===== src/rtl/fill_accumulator.sv =====
// Operand/accumulator stage feeding an external WIDTH-bit ripple adder: holds the fill total,
// presents one increment at a time, folds the adder result back and waits for the packer when full.
module fill_accumulator #(
   parameter int               WIDTH  = 8,
   parameter logic [WIDTH-1:0] TARGET = 8'd12
) (
   input  logic             clk,
   input  logic             rst,
   input  logic             clear,
   input  logic             add_valid,
   input  logic [WIDTH-1:0] add_val,
   output logic             add_ready,
   input  logic [WIDTH-1:0] sum_in,
   input  logic             carry_in,
   output logic [WIDTH-1:0] op_a,
   output logic [WIDTH-1:0] op_b,
   output logic [WIDTH-1:0] total,
   output logic             ovf,
   output logic             box_full,
   input  logic             box_ack,
   output logic [WIDTH-1:0] box_count
);

   typedef enum logic [1:0] {
      IDLE = 2'd0,
      CALC = 2'd1,
      FULL = 2'd2
   } state_t;

   state_t           state;
   logic [WIDTH-1:0] new_total;

   // A carry out means the true sum left the WIDTH-bit range, so pin the total at all-ones.
   function automatic logic [WIDTH-1:0] saturate(input logic [WIDTH-1:0] sum,
                                                 input logic             carry);
      return carry ? {WIDTH{1'b1}} : sum;
   endfunction

   assign new_total = saturate(sum_in, carry_in);

   // Ready drops combinationally on clear so a simultaneous add is refused, not half-taken.
   assign add_ready = (state == IDLE) && !clear && !rst;
   assign op_a      = total;

   always_ff @(posedge clk or posedge rst) begin
      if (rst) begin
         state     <= IDLE;
         total     <= '0;
         op_b      <= '0;
         ovf       <= 1'b0;
         box_full  <= 1'b0;
         box_count <= '0;
      end else if (clear) begin
         state    <= IDLE;
         total    <= '0;
         op_b     <= '0;
         ovf      <= 1'b0;
         box_full <= 1'b0;
      end else begin
         case (state)
            IDLE: begin
               if (add_valid) begin
                  op_b  <= add_val;
                  state <= CALC;
               end
            end
            CALC: begin
               total <= new_total;
               op_b  <= '0;
               if (carry_in) ovf <= 1'b1;
               if (new_total >= TARGET) begin
                  state    <= FULL;
                  box_full <= 1'b1;
               end else begin
                  state <= IDLE;
               end
            end
            FULL: begin
               if (box_ack) begin
                  total     <= '0;
                  box_count <= box_count + 1'b1;
                  box_full  <= 1'b0;
                  state     <= IDLE;
               end
            end
            default: begin
               state    <= IDLE;
               box_full <= 1'b0;
            end
         endcase
      end
   end

endmodule


===== config.mk =====
export PLATFORM = sky130hd
export DESIGN_NAME = fill_accumulator
export DESIGN_NICKNAME = d
export VERILOG_FILES = /design/src/rtl/fill_accumulator.sv
export SDC_FILE = /design/constraint.sdc
export NUM_CORES = 1
export LEC_CHECK = 0
export ABC_AREA = 1
export CORE_ASPECT_RATIO = 1.1
export CORE_UTILIZATION = 40
export CTS_CLUSTER_SIZE = 24
export DETAILED_ROUTE_END_ITERATION = 12
export GPL_TIMING_DRIVEN = 0
export PLACE_DENSITY_LB_ADDON = 0.15
export RECOVER_POWER = 50
export SYNTH_ARGS = -nofsm -noshare
export SYNTH_HDL_FRONTEND = slang
export SYNTH_SLANG_ARGS = --single-unit

===== constraint.sdc =====
create_clock -name clk -period 1.6 [get_ports clk]
set_clock_uncertainty 0.05 [all_clocks]
set_input_delay 0.32 -clock clk [delete_from_list [all_inputs] [get_ports clk]]
set_output_delay 0.32 -clock clk [all_outputs]
set_load 0.005 [all_outputs]

* Word level (Yosys, flattened, before mapping)
Cells that the tools add are included.
Cells by class: add/sub/neg operators 1, magnitude comparators 1, equality and inequality tests 6, multiplexer cells 19, bitwise operators 1, reductions and logical operators 15
Operator list (number):
- $mux 8 | 5
- $pmux 8 s2 | 2
- $ne 3x3->1 const B | 3
- $add 8x1->8 const B | 1
- $ge 8x4->1 const B | 1
- $mux 2 | 4
- $reduce_and 2->1 | 4
- $mux 1 | 6
- $pmux 2 s3 | 1
- $reduce_and 3->1 | 2
- $reduce_bool 3->1 | 2
- $reduce_bool 2->1 | 2
- $pmux 1 s3 | 1
- $eq 2x1->1 const B | 1
- $eq 2x2->1 const B | 1
- $logic_and 1x1->1 | 2
- $logic_not 1->1 | 2
- $logic_not 2->1 | 1
- $ne 2x2->1 const B | 1
- $not 1->1 | 1
Storage, ports and cells: register bits after elaboration 28, bits of input ports 22, logic and storage cells 49

* Logic depth before layout (Yosys ltp)
depth after elaboration 5, depth in mapped cells 7, depth with buffers taken out 7

* Worst setup path after synthesis
Ideal clock, no wire load.
path type reg2reg, start point register state[0], end point register op_b[2], library setup time 0.074 ns, arrival 1.067 ns, data required time 1.476 ns, setup slack 0.409 ns, stages on the path, launching flop included 7, buffers on the path 1, period minus slack after synthesis 1.191 ns, cells stage by stage dfrtp_1 > inv_2 > nor2_2 > nor2_4 > buf_4 > nand2_1 > o21ai_2
Between the ends: longest elaborated chain between the ends 3, elaborated cells on any way between the ends 7, classes of those cells eq/ne: 2; mux: 2; reduce/logical: 3
Ends and longest elaborated chain:
- start: declaration | RTL line 30 | state_t state;
- start signal: assignment | RTL line 47 | state <= IDLE;
- start signal: assignment | RTL line 54 | state <= IDLE;
- start signal: assignment | RTL line 64 | state <= CALC;
- $eq 2x1->1 or $logic_not 2->1 (tied branches) | RTL line 60 | case (state)
- $pmux 8 s2 (tied with other cells) | RTL line 60
- $mux 8 or $reduce_and 2->1 (tied branches)
- end signal: assignment | RTL line 63 | op_b <= add_val;
- end: declaration | RTL line 16 | output logic [WIDTH-1:0] op_b,
Several ways; a longest one is shown, not always the timed one. A chain may end at the register's enable or synchronous reset.

* Final worst setup path
start point register total[5] (netlist: op_a[5]), end point output op_a[5]
RTL lines:
- start: declaration | RTL line 17 | output logic [WIDTH-1:0] total,
- start signal: assignment | RTL line 68 | total <= new_total;
- end: declaration | RTL line 15 | output logic [WIDTH-1:0] op_a,
No word-level cell between the ends.

==> reports/results.tsv <==
stage	metric	value	unit
status	status	finished clean	
sta	Final Hold Viols	0	
finish	Core Util, Final	63.25	%
clocking	CTS tree	yes	
detailed_routing	drt initial violations	57	
synthesis	asr flop ratio synth	100.0	%
clocking	clock transition at the registers of the reported paths	100	ps
setup_path	Critical Path Fanout Max	3	
synthesis	netlist area before placement	0.001519	mm2
global_route	number of global-route vias before repair	1328	
setup_path	Worst Path Buf+Inv	1	
finish	layout cells sized above 1	19.37	%
global_route	grt ovf	0	
setup_path	crit-path cells	clkdlybuf4s50_1	
clocking	CTS sink cnt	28	
finish	antenna fix cells	0	
sta	setup violators final	0	
setup_path	startpoint types	flop	
setup_path	R2R cell count	7	
detailed_routing	Avg WL per Cell	11.50	um
synthesis	most numerous cell in the Yosys netlist	nand2_1	
setup_path	CP Launch Point	op_a[5]	
detailed_routing	Total Wirelength	3486	um
global_route	largest net degree at the start of global routing	29	
sta	max frequency	645.3	MHz
sta	final count of pins violating max slew	0	
detailed_routing	Via Count	1361	
sta	RSZ-0062 raised after global routing	false	
placed_design	RePlAce Congestion	0.8428	
setup_path	Setup crit end	op_a[5]	
global_route	GRT Total Usage	19.06	%
setup_path	Crit. path cell count	1	
synthesis	top cells by area, synth	dfrtp_1, nand2_1, nand3_1	
setup_path	worst r2r src	state[1]	
synthesis	Synth Area per Inst	8.486	um2
placed_design	Buffers on Ports	55	
floorplanning	core area	0.003626	mm2
pwr	worst vdd ir	0.0003962	V
sta	Worst-Margin Slew	604.8	ps
synthesis	Net Count, Synth	202	
detailed_routing	via-per-instance ratio	4.492	
placed_design	Post-DP HPWL	2518	um
synthesis	FF+latch count, synth	28	
floorplanning	Die Y	66.63	um
synthesis	synth warn	0	
sta	post-layout minimum cycle time	1550	ps
synthesis	post-synth cell types	28	
floorplanning	Die Width	60.76	um
synthesis	area leader, netlist	dfrtp_1	
sta	setup_tns	0	ps
min_path	Worst Hold Class	in2reg	
setup_path	cell family with most CP delay	buffers and inverters	
finish	post-layout net count	277	
synthesis	prevailing post-synth register cell	dfrtp_1	
clocking	hold buffer count at cts	0	
setup_path	Worst setup EP type	output port	
sta	Slew HR	59.59	%
setup_path	R2R Setup Slk	140	ps
setup_path	CP arrival	1180	ps
clocking	clk_lat worst skew	270	ps
job	max cap viols	0	
setup_path	WS Path Type	reg2out	
clocking	CTS buffer count	3	
pwr	pwr dens	901.2	mW/mm2
floorplanning	die area	0.004048	mm2
synthesis	sequential fraction of the synthesis area	46.13	%
clocking	# H-tree levels	1	
detailed_routing	Pre-antenna DRT Iters	3	
floorplanning	I/O Pins	57	
global_route	initial antenna violation count	0	
synthesis	top cell type's share of synthesized area	46.13	%
sta	period utilization	96.86	%
detailed_routing	number of remaining DRC errors	0	
setup_path	Slowest-stage cell, CP	clkdlybuf4s50_1	
floorplanning	Starting Density	41.89	%
clocking	CTS root buf	clkbuf_8	
setup_path	r2r endpoint	box_count[3]	
detailed_routing	post-route ant nets	0	
synthesis	ranking of synthesized cells by instance count	nand2_1, dfrtp_1, inv_1	
synthesis	Mapped Cells	179	
pwr	Leak	1.156	nW
finish	fill count	345	
global_route	first-pass GRT wire length	5796	um
setup_path	Worst Path Required	1230	ps
setup_path	CP peak stage delay	510	ps
synthesis	Post-synth EDFFs	0	
clocking	CTS max path bufs	2	
finish	Area growth syn-to-layout	50.99	%
floorplanning	row count	23	
==> where the power goes <==
part | leakage, nW | internal [mW] | switching, mW
logic | 0.756 | 0.388 | 0.269
registers | 0.365 | 0.798 | 0.0595
clock network | 0.0357 | 0.335 | 0.217
==> area by class of cell <==
| cell class | instances | area, um2 | area share (%) |
|---|---|---|---|
| buffer | 11 | 83.83 | 3.655 |
| clock buffer | 3 | 41.29 | 1.800 |
| clock inverter | 1 | 30.03 | 1.309 |
| inverter | 20 | 86.33 | 3.764 |
| multi-input combinational | 120 | 644.4 | 28.10 |
| sequential | 28 | 701.9 | 30.61 |
| tap | 50 | 62.56 | 2.728 |
| timing repair buffer | 70 | 643.1 | 28.04 |
==> kinds of logic (layout without fill, tap and decap cells) <==
family | Yosys count | after routing | share of synthesized area, %
AO/OA/AOI/OAI | 16 | 16 | 7.332
XOR/XNOR | 4 | 4 | 3.295
AND/OR/NAND/NOR | 99 | 99 | 31.47
buffers and inverters | 31 | 105 | 10.96
flip-flops | 28 | 28 | 46.13
adder cells (fa/ha/maj) | 1 | 1 | 0.8236
==> routing by layer <==
layer | vias up | global-route usage, % | part of all wire, %
met2 | 32 | 34.20 | 51
met3 | 4 | 3.495 | 3.9
met1 | 617 | 22.69 | 44
li1 | 708 | - | -
met5 | - | 0 | 0
met4 | 0 | 5.398 | 1.0
==> worst min-delay path, stage by stage <==
cell and delay [ps]:
buf_2 150, nand3_1 90, nand2_1 50
==> per-stage QoR <==
stage          power, mW  hold WS, ps  cell area [um2]  worst slack, ps  std cells
2_1_floorplan      1.149        335.4             1519            408.7        179
3_3_place_gp       1.481        416.1             2132           -497.4        284
3_5_place_dp       1.487        423.3             2132           -496.8        284
4_1_cts            2.054        336.3             2275            13.39        299
5_1_grt            2.188        341.9             2293            5.476        303
6_report           2.067        328.1             2293            50.22        303
==> registers in the layout, indices dropped and copies added, names as in the netlist <==
register   flops
op_b           8
box_count      8
op_a           8
state          2
ovf            1
box_full       1
==> worst min path at each step <==
stage          slack, ps      from      endpoint  depth (start not counted)
6_report             330  carry_in           ovf                          3
5_1_grt              340  carry_in           ovf                          3
4_1_cts              340  carry_in           ovf                          3
3_5_place_dp         420       ovf           ovf                          2
3_3_place_gp         420   op_b[7]       op_b[7]                          2
2_1_floorplan        340       rst  box_count[0]                          1
==> cell usage in the layout, fill, tap and decap left out, types with 2 or more instances in the layout <==
cell type        count
nand2_1             59
clkdlybuf4s50_1     40
dfrtp_1             27
buf_4               23
inv_1               17
nand3_1             15
nor2_1               9
dlygate4sd2_1        9
o211ai_1             5
o21ai_0              4
nand2_2              3
nand4_1              3
clkbuf_8             3
clkdlybuf4s25_1      3
nand3_4              2
o21ai_2              2
nor2_2               2
nand2_4              2
xnor2_2              2
nand3b_1             2
o21ai_1              2
a21oi_1              2
dlygate4sd3_1        2
==> repair_timing <==
action,in CTS,in global routing
endpoints found under the setup margin,15,9
endpoints found under the hold margin,0,0
setup buffers,11,4
gates resized for setup,11,6
Note: power is estimated with default switching activity, not from simulation.
==> edit 1, RTL diff (config.mk and constraints unchanged) <==
Set the parameter `WIDTH` to 10 (it was 8).
--- a/src/rtl/fill_accumulator.sv
+++ b/src/rtl/fill_accumulator.sv
@@ -2,5 +2,5 @@
 // presents one increment at a time, folds the adder result back and waits for the packer when full.
 module fill_accumulator #(
-   parameter int               WIDTH  = 8,
+   parameter int               WIDTH  = 10,
    parameter logic [WIDTH-1:0] TARGET = 8'd12
 ) (
Ports: changed (6 resized); port bits go from 57 to 69. The function was not compared with the original's and may differ.
==> edit 1 against the original RTL <==
Setup slack worse by 6.0 ps. Clock power is 9.1% higher. Sequential cell count is 6 higher. Die area is 15% higher. Area after synthesis is 16% higher. Cell area is 16% higher. Routed wire length is 20% higher. Core utilization is 2.2 points higher. Total power is 14% higher. Via count is 24% higher. Largest cell class unchanged. Highest routed layer unchanged.
==> edit 1: results (changes against the original RTL) <==
----------------------------------------------------
[Clock tree]
  CTS HTree Levels ... 2 (was 1)
  Post-CTS clock slew at the launch and capture registers of the worst setup and hold paths ... 70 ps (was 100 ps)
  Cell at the root of the clock tree ... clkbuf_8 (unchanged)
  Number of buffers added by the clock tree synthesis step ... 5 (was 3)
  Total clock sinks ... 34 (was 28)
  Maximum buffer depth of the clock tree ... 2 (unchanged)
  Worst skew pair latency ... 280 ps

[Global routing]
  Maximum number of pins on one net before global-route repair ... 35 (was 29)
  First-pass GRT wire length ... 7058 um (was 5796 um)
  Aggregate global-route resource usage ... 19.58% (was 19.06%)
  Antenna violations before repair ... 0 (unchanged)
  Met2 Use GR ... 33.22% (was 34.20%)
  Met1 Usage GRT ... 24.39% (was 22.69%)
  Number of global-route vias before repair ... 1601 (was 1328)
  GRT met3 Usage ... 5.414% (was 3.495%)

[Placement]
  Detailed Place HPWL ... 2920 um (was 2518 um)
  RD Place Congestion ... 0.7573 (was 0.8428)
  Number of buffers added on ports ... 68 (was 55)

[Yosys]
  Sequential element share of the synthesized area ... 48.36% (was 46.13%)
  Most numerous cell types in the synthesized netlist ... nand2_1 (55), dfrtp_1 (34), inv_1 (29) (was nand2_1 (59), dfrtp_1 (28), inv_1 (16))
  Cell types occupying the most area after synthesis ... dfrtp_1 (48%), nand2_1 (12%), nand3_1 (6.8%), inv_1 (6.2%), buf_4 (4.3%) (was dfrtp_1 (46%), nand2_1 (15%), nand3_1 (4.9%), buf_4 (4.4%), inv_1 (4.0%))
  Async set or reset register ratio after synthesis ... 100.0% (unchanged)
  Proportion of netlist area held by the largest area contributor ... 48.36% (was 46.13%)
  Cell variety after synth ... 26 (was 28)
  Synth warn ... 0 (unchanged)
  Post-Synthesis Net Count ... 245 (was 202)

[Route]
  Via count ... 1694 (was 1361)
  1st-pass router iterations ... 4 (was 3)
  DRC marker count from the first detailed-route iteration ... 88 (was 57)
  Routed wire per std cell ... 11.68 um (was 11.50 um)

[Setup path]
  Endpoint arrival time on the critical path ... 1190 ps
  Biggest fanout along the worst timing path ... 4 (was 3)
  Cell type group with the largest total delay on the critical path ... buffers and inverters (unchanged)
  Delay contributed by the slowest stage of the critical path ... roughly 520 ps
  Worst reg2reg path depth ... 8 (was 7)
  Slowest stage cell on the critical path ... clkdlybuf4s50_1 (unchanged)

[Layout]
  Number of nets in the finished design ... 333 (was 277)
  Share of layout cells above drive strength 1 ... 19.28% (was 19.37%)
  Number of diodes ... 0 (unchanged)

[Pwr]
  Leak pwr ... 1.361 nW (was 1.156 nW)
  Worst supply voltage drop on vdd ... 0.7088 mV (was 0.3962 mV)

[Worst hold path]
  Number of instances on the worst hold path ... 2 (was 3)
  Min-delay worst type ... reg2reg (was in2reg)

[Outcome]
  Outcome ... completed (unchanged)

[STA]
  Relative slew margins ... 50.36% (was 59.59%)

----------------------------------------------------
[edit 1: changes by cell type after synthesis, moves of 5 or more]
cell      unedited run  this run
nand3_1             15        24
dfrtp_1             28        34
or2_2                0         9
o21ai_1              6        11
inv_1               16        29
o211ai_1             5         0
[edit 1: worst min-delay path, cell delays in order, from the launching register on]
cell,delay (ps)
dfrtp_1,340
nand2_1,50
nand2_1,50
[edit 1: stage by stage]
step	setup WS [ps]	cell area, um^2	cells	util (%)
floorplan	429.1	1759	218	-
global placement	-480.3	2505	338	61.34
CTS	1.419	2648	355	64.83
finish	44.26	2671	358	65.41
global route	-23.02	2671	358	65.41
detailed placement	-484.1	2505	338	61.34
[edit 1: kinds of logic after synthesis]
group                    count (synthesis)  synth area share (%)
flip-flops                              34                 48.36
buffers and inverters                   48                 13.37
adder cells (fa/ha/maj)                  1                0.7111
XOR/XNOR                                 5                 2.490
AO/OA/AOI/OAI                           15                 4.765
AND/OR/NAND/NOR                        115                 30.30
[edit 1: final timing paths]
| path | start | end | slack, ps |
|---|---|---|---|
| max | box_count[0] | box_count[0] | 40 |
| min | op_b[0] | op_b[0] | 430 |
| max reg2reg | box_count[0] | box_count[8] | 220 |
| min reg2reg | op_b[0] | op_b[0] | 430 |
| max in group asynchronous | rst | box_count[2] | 600 |
| min in group asynchronous | rst | op_a[9] | 490 |
[edit 1: metal layers]
layer	vias up	wire (um)
li1	842	-
met1	789	1828
met2	58	2043
met3	5	271
met4	0	36
met5	-	0
[edit 1: power breakdown]
group | switching [mW] | internal (mW)
sequential | 0.0719 | 0.962
clock | 0.310 | 0.292
combinational | 0.282 | 0.438
[edit 1: timing repair]
| item | 4_1_cts | 5_1_grt |
|---|---|---|
| hold buffers | 0 | 0 |
| buffers inserted | 10 | 3 |
| gates resized for setup | 13 | 1 |
| endpoints found under the setup margin | 51 | 4 |
[edit 1: layout make-up]
class                           count  area, um^2
Buffer                             15       111.4
Clock buffer                        5       68.82
Clock inverter                      2       10.01
Fill cell                         367        1413
Inverter                           33       127.6
Multi-Input combinational cell    136       673.1
Sequential cell                    34       850.8
Tap cell                           52       65.06
Timing Repair Buffer               81       764.5
==> edit 2, RTL diff (same settings) <==
Made on the original files. The 3 states of `state_t` get a one-hot encoding in 3 bits.
--- a/src/rtl/fill_accumulator.sv
+++ b/src/rtl/fill_accumulator.sv
@@ -22,8 +22,8 @@
 );
 
-   typedef enum logic [1:0] {
-      IDLE = 2'd0,
-      CALC = 2'd1,
-      FULL = 2'd2
+   typedef enum logic [2:0] {
+      IDLE = 3'b001,
+      CALC = 3'b010,
+      FULL = 3'b100
    } state_t;
 
Check against the original RTL: no difference found for any inputs over 10 cycles, from zero or initial values and one cycle with rst high; not proved beyond that.
==> edit 2 against the original RTL <==
Area after synthesis rose by 1.3%. Setup slack got worse by 77 ps. Via count rose by 12%. Cell area rose by 6.3%. The flow now finishes with violations (negative setup slack). Sequential cell count rose by 1. Highest routed layer unchanged. Count of clock-buffer cells in the layout rose by 3. Routed wire length rose by 6.9%. Non-clock buffer count rose by 6.
Power is not compared: it rests on default switching activity, and its combinational part moved more than twofold at a synthesized area within 25%.
==> edit 2: results (changes against the original RTL) <==
----------------------------------------------------
[Setup path]
  Critical Path Source ... state[0] (was op_a[5])
  Setup slack of the worst register-to-register path ... 30 ps (was 140 ps)
  Endpoint arrival time on the critical path ... 1260 ps (was 1180 ps)

[Clock tree]
  Count of buffers added by post-CTS timing repair for setup ... 12 (was 11)
  Number of buffers added by the clock tree synthesis step ... 5 (was 3)
  Number of resized instances in the post-cts repair step ... 15 (was 11)
  Post-CTS clock slew at the launch and capture registers of the worst setup and hold paths ... 60 ps (was 100 ps)
  Worst skew pair latency ... 290 ps (was 270 ps)

[Layout]
  Number of nets in the finished design ... 305 (was 277)
  Share of layout cells above drive strength 1 ... 20.49% (was 19.37%)

[Global routing]
  Number of global-route vias before repair ... 1404 (was 1328)
  GRT met3 Usage ... 6.408% (was 3.495%)
  Met1 Usage GRT ... 22.77% (was 22.69%)
  Aggregate global-route resource usage ... 19.98% (was 19.06%)

[STA]
  Relative slew margins ... 57.61% (was 59.59%)
  Worst Setup Slack, final ... -26.87 ps (was 50.22 ps)
  Final Setup Violations ... 1 (was 0)
  Sum of negative setup slack ... -26.87 ps (was 0 ps)

[Yosys]
  Cell variety after synth ... 20 (was 28)
  Sequential element share of the synthesized area ... 47.24% (was 46.13%)
  Cell types occupying the most area after synthesis ... dfrtp_1 (46%), nand2_1 (17%), inv_1 (5.9%), o21ai_0 (4.9%), nand4_1 (4.1%) (was dfrtp_1 (46%), nand2_1 (15%), nand3_1 (4.9%), buf_4 (4.4%), inv_1 (4.0%))
  Post-Synthesis Net Count ... 220 (was 202)

[Route]
  Amount of wire on met2 after detailed routing ... 1864 um (was 1793 um)
  DRC marker count from the first detailed-route iteration ... 38 (was 57)

[Outcome]
  Violated checks ... negative setup slack
  Outcome ... finished, violations left (was completed)

[Worst hold path]
  Min-delay worst type ... reg2reg (was in2reg)

[Placement]
  Post-Place Worst Slack ... -608.4 ps (was -496.8 ps)

----------------------------------------------------
[edit 2: power by group through the flow]
stage	clock network [mW]	logic, mW	registers (mW)
final	0.584	1.33	1.06
after global routing	0.624	1.45	1.08
after CTS	0.597	1.12	1.06
after detailed placement	0	1.04	1.08
after global placement	0	1.02	1.08
after floorplan	0	0.478	1.08
[edit 2: critical path, stage by stage, from the launching register on]
cell     delay (ps)
dfstp_2         560
inv_4            50
nor2_4           70
nand3_2          90
nor2_1           90
buf_2           110
[edit 2: stage by stage]
stage                     cell area, um^2  cells  hold slack [ps]
after floorplan                      1539    197            347.4
after global placement               2162    303            404.4
after detailed placement             2162    303            408.6
after CTS                            2327    323            422.4
after global routing                 2437    333            449.5
final                                2437    333            416.4
[edit 2: layout make-up]
cell class	instances	share of cell area (%)
inverters	26	4.261
well taps	50	2.567
clock buffers	6	2.977
flip-flops and latches	29	29.83
repair buffers	78	29.31
clock inverters	2	0.4107
multi-input cells	133	27.72
plain buffers	9	2.926
[edit 2: kinds of logic (layout without fill, tap and decap cells)]
| kind of cell | Yosys count | count (layout) | share of synthesized area [%] |
|---|---|---|---|
| flip-flops | 29 | 29 | 47.24 |
| adder cells (fa/ha/maj) | 1 | 1 | 0.8129 |
| XOR/XNOR | 1 | 1 | 0.5692 |
| buffers and inverters | 35 | 121 | 10.98 |
| AND/OR/NAND/NOR | 113 | 113 | 33.58 |
| AO/OA/AOI/OAI | 18 | 18 | 6.829 |
[edit 2: worst min path at each step]
stage                     startpoint           end  slack (ps)
final                        op_b[0]       op_b[0]         420
after global routing         op_b[6]       op_b[6]         450
after CTS                    op_b[0]       op_b[0]         420
after detailed placement     op_b[0]       op_b[0]         410
after global placement       op_b[1]       op_b[1]         400
after floorplan                  rst  box_count[0]         350
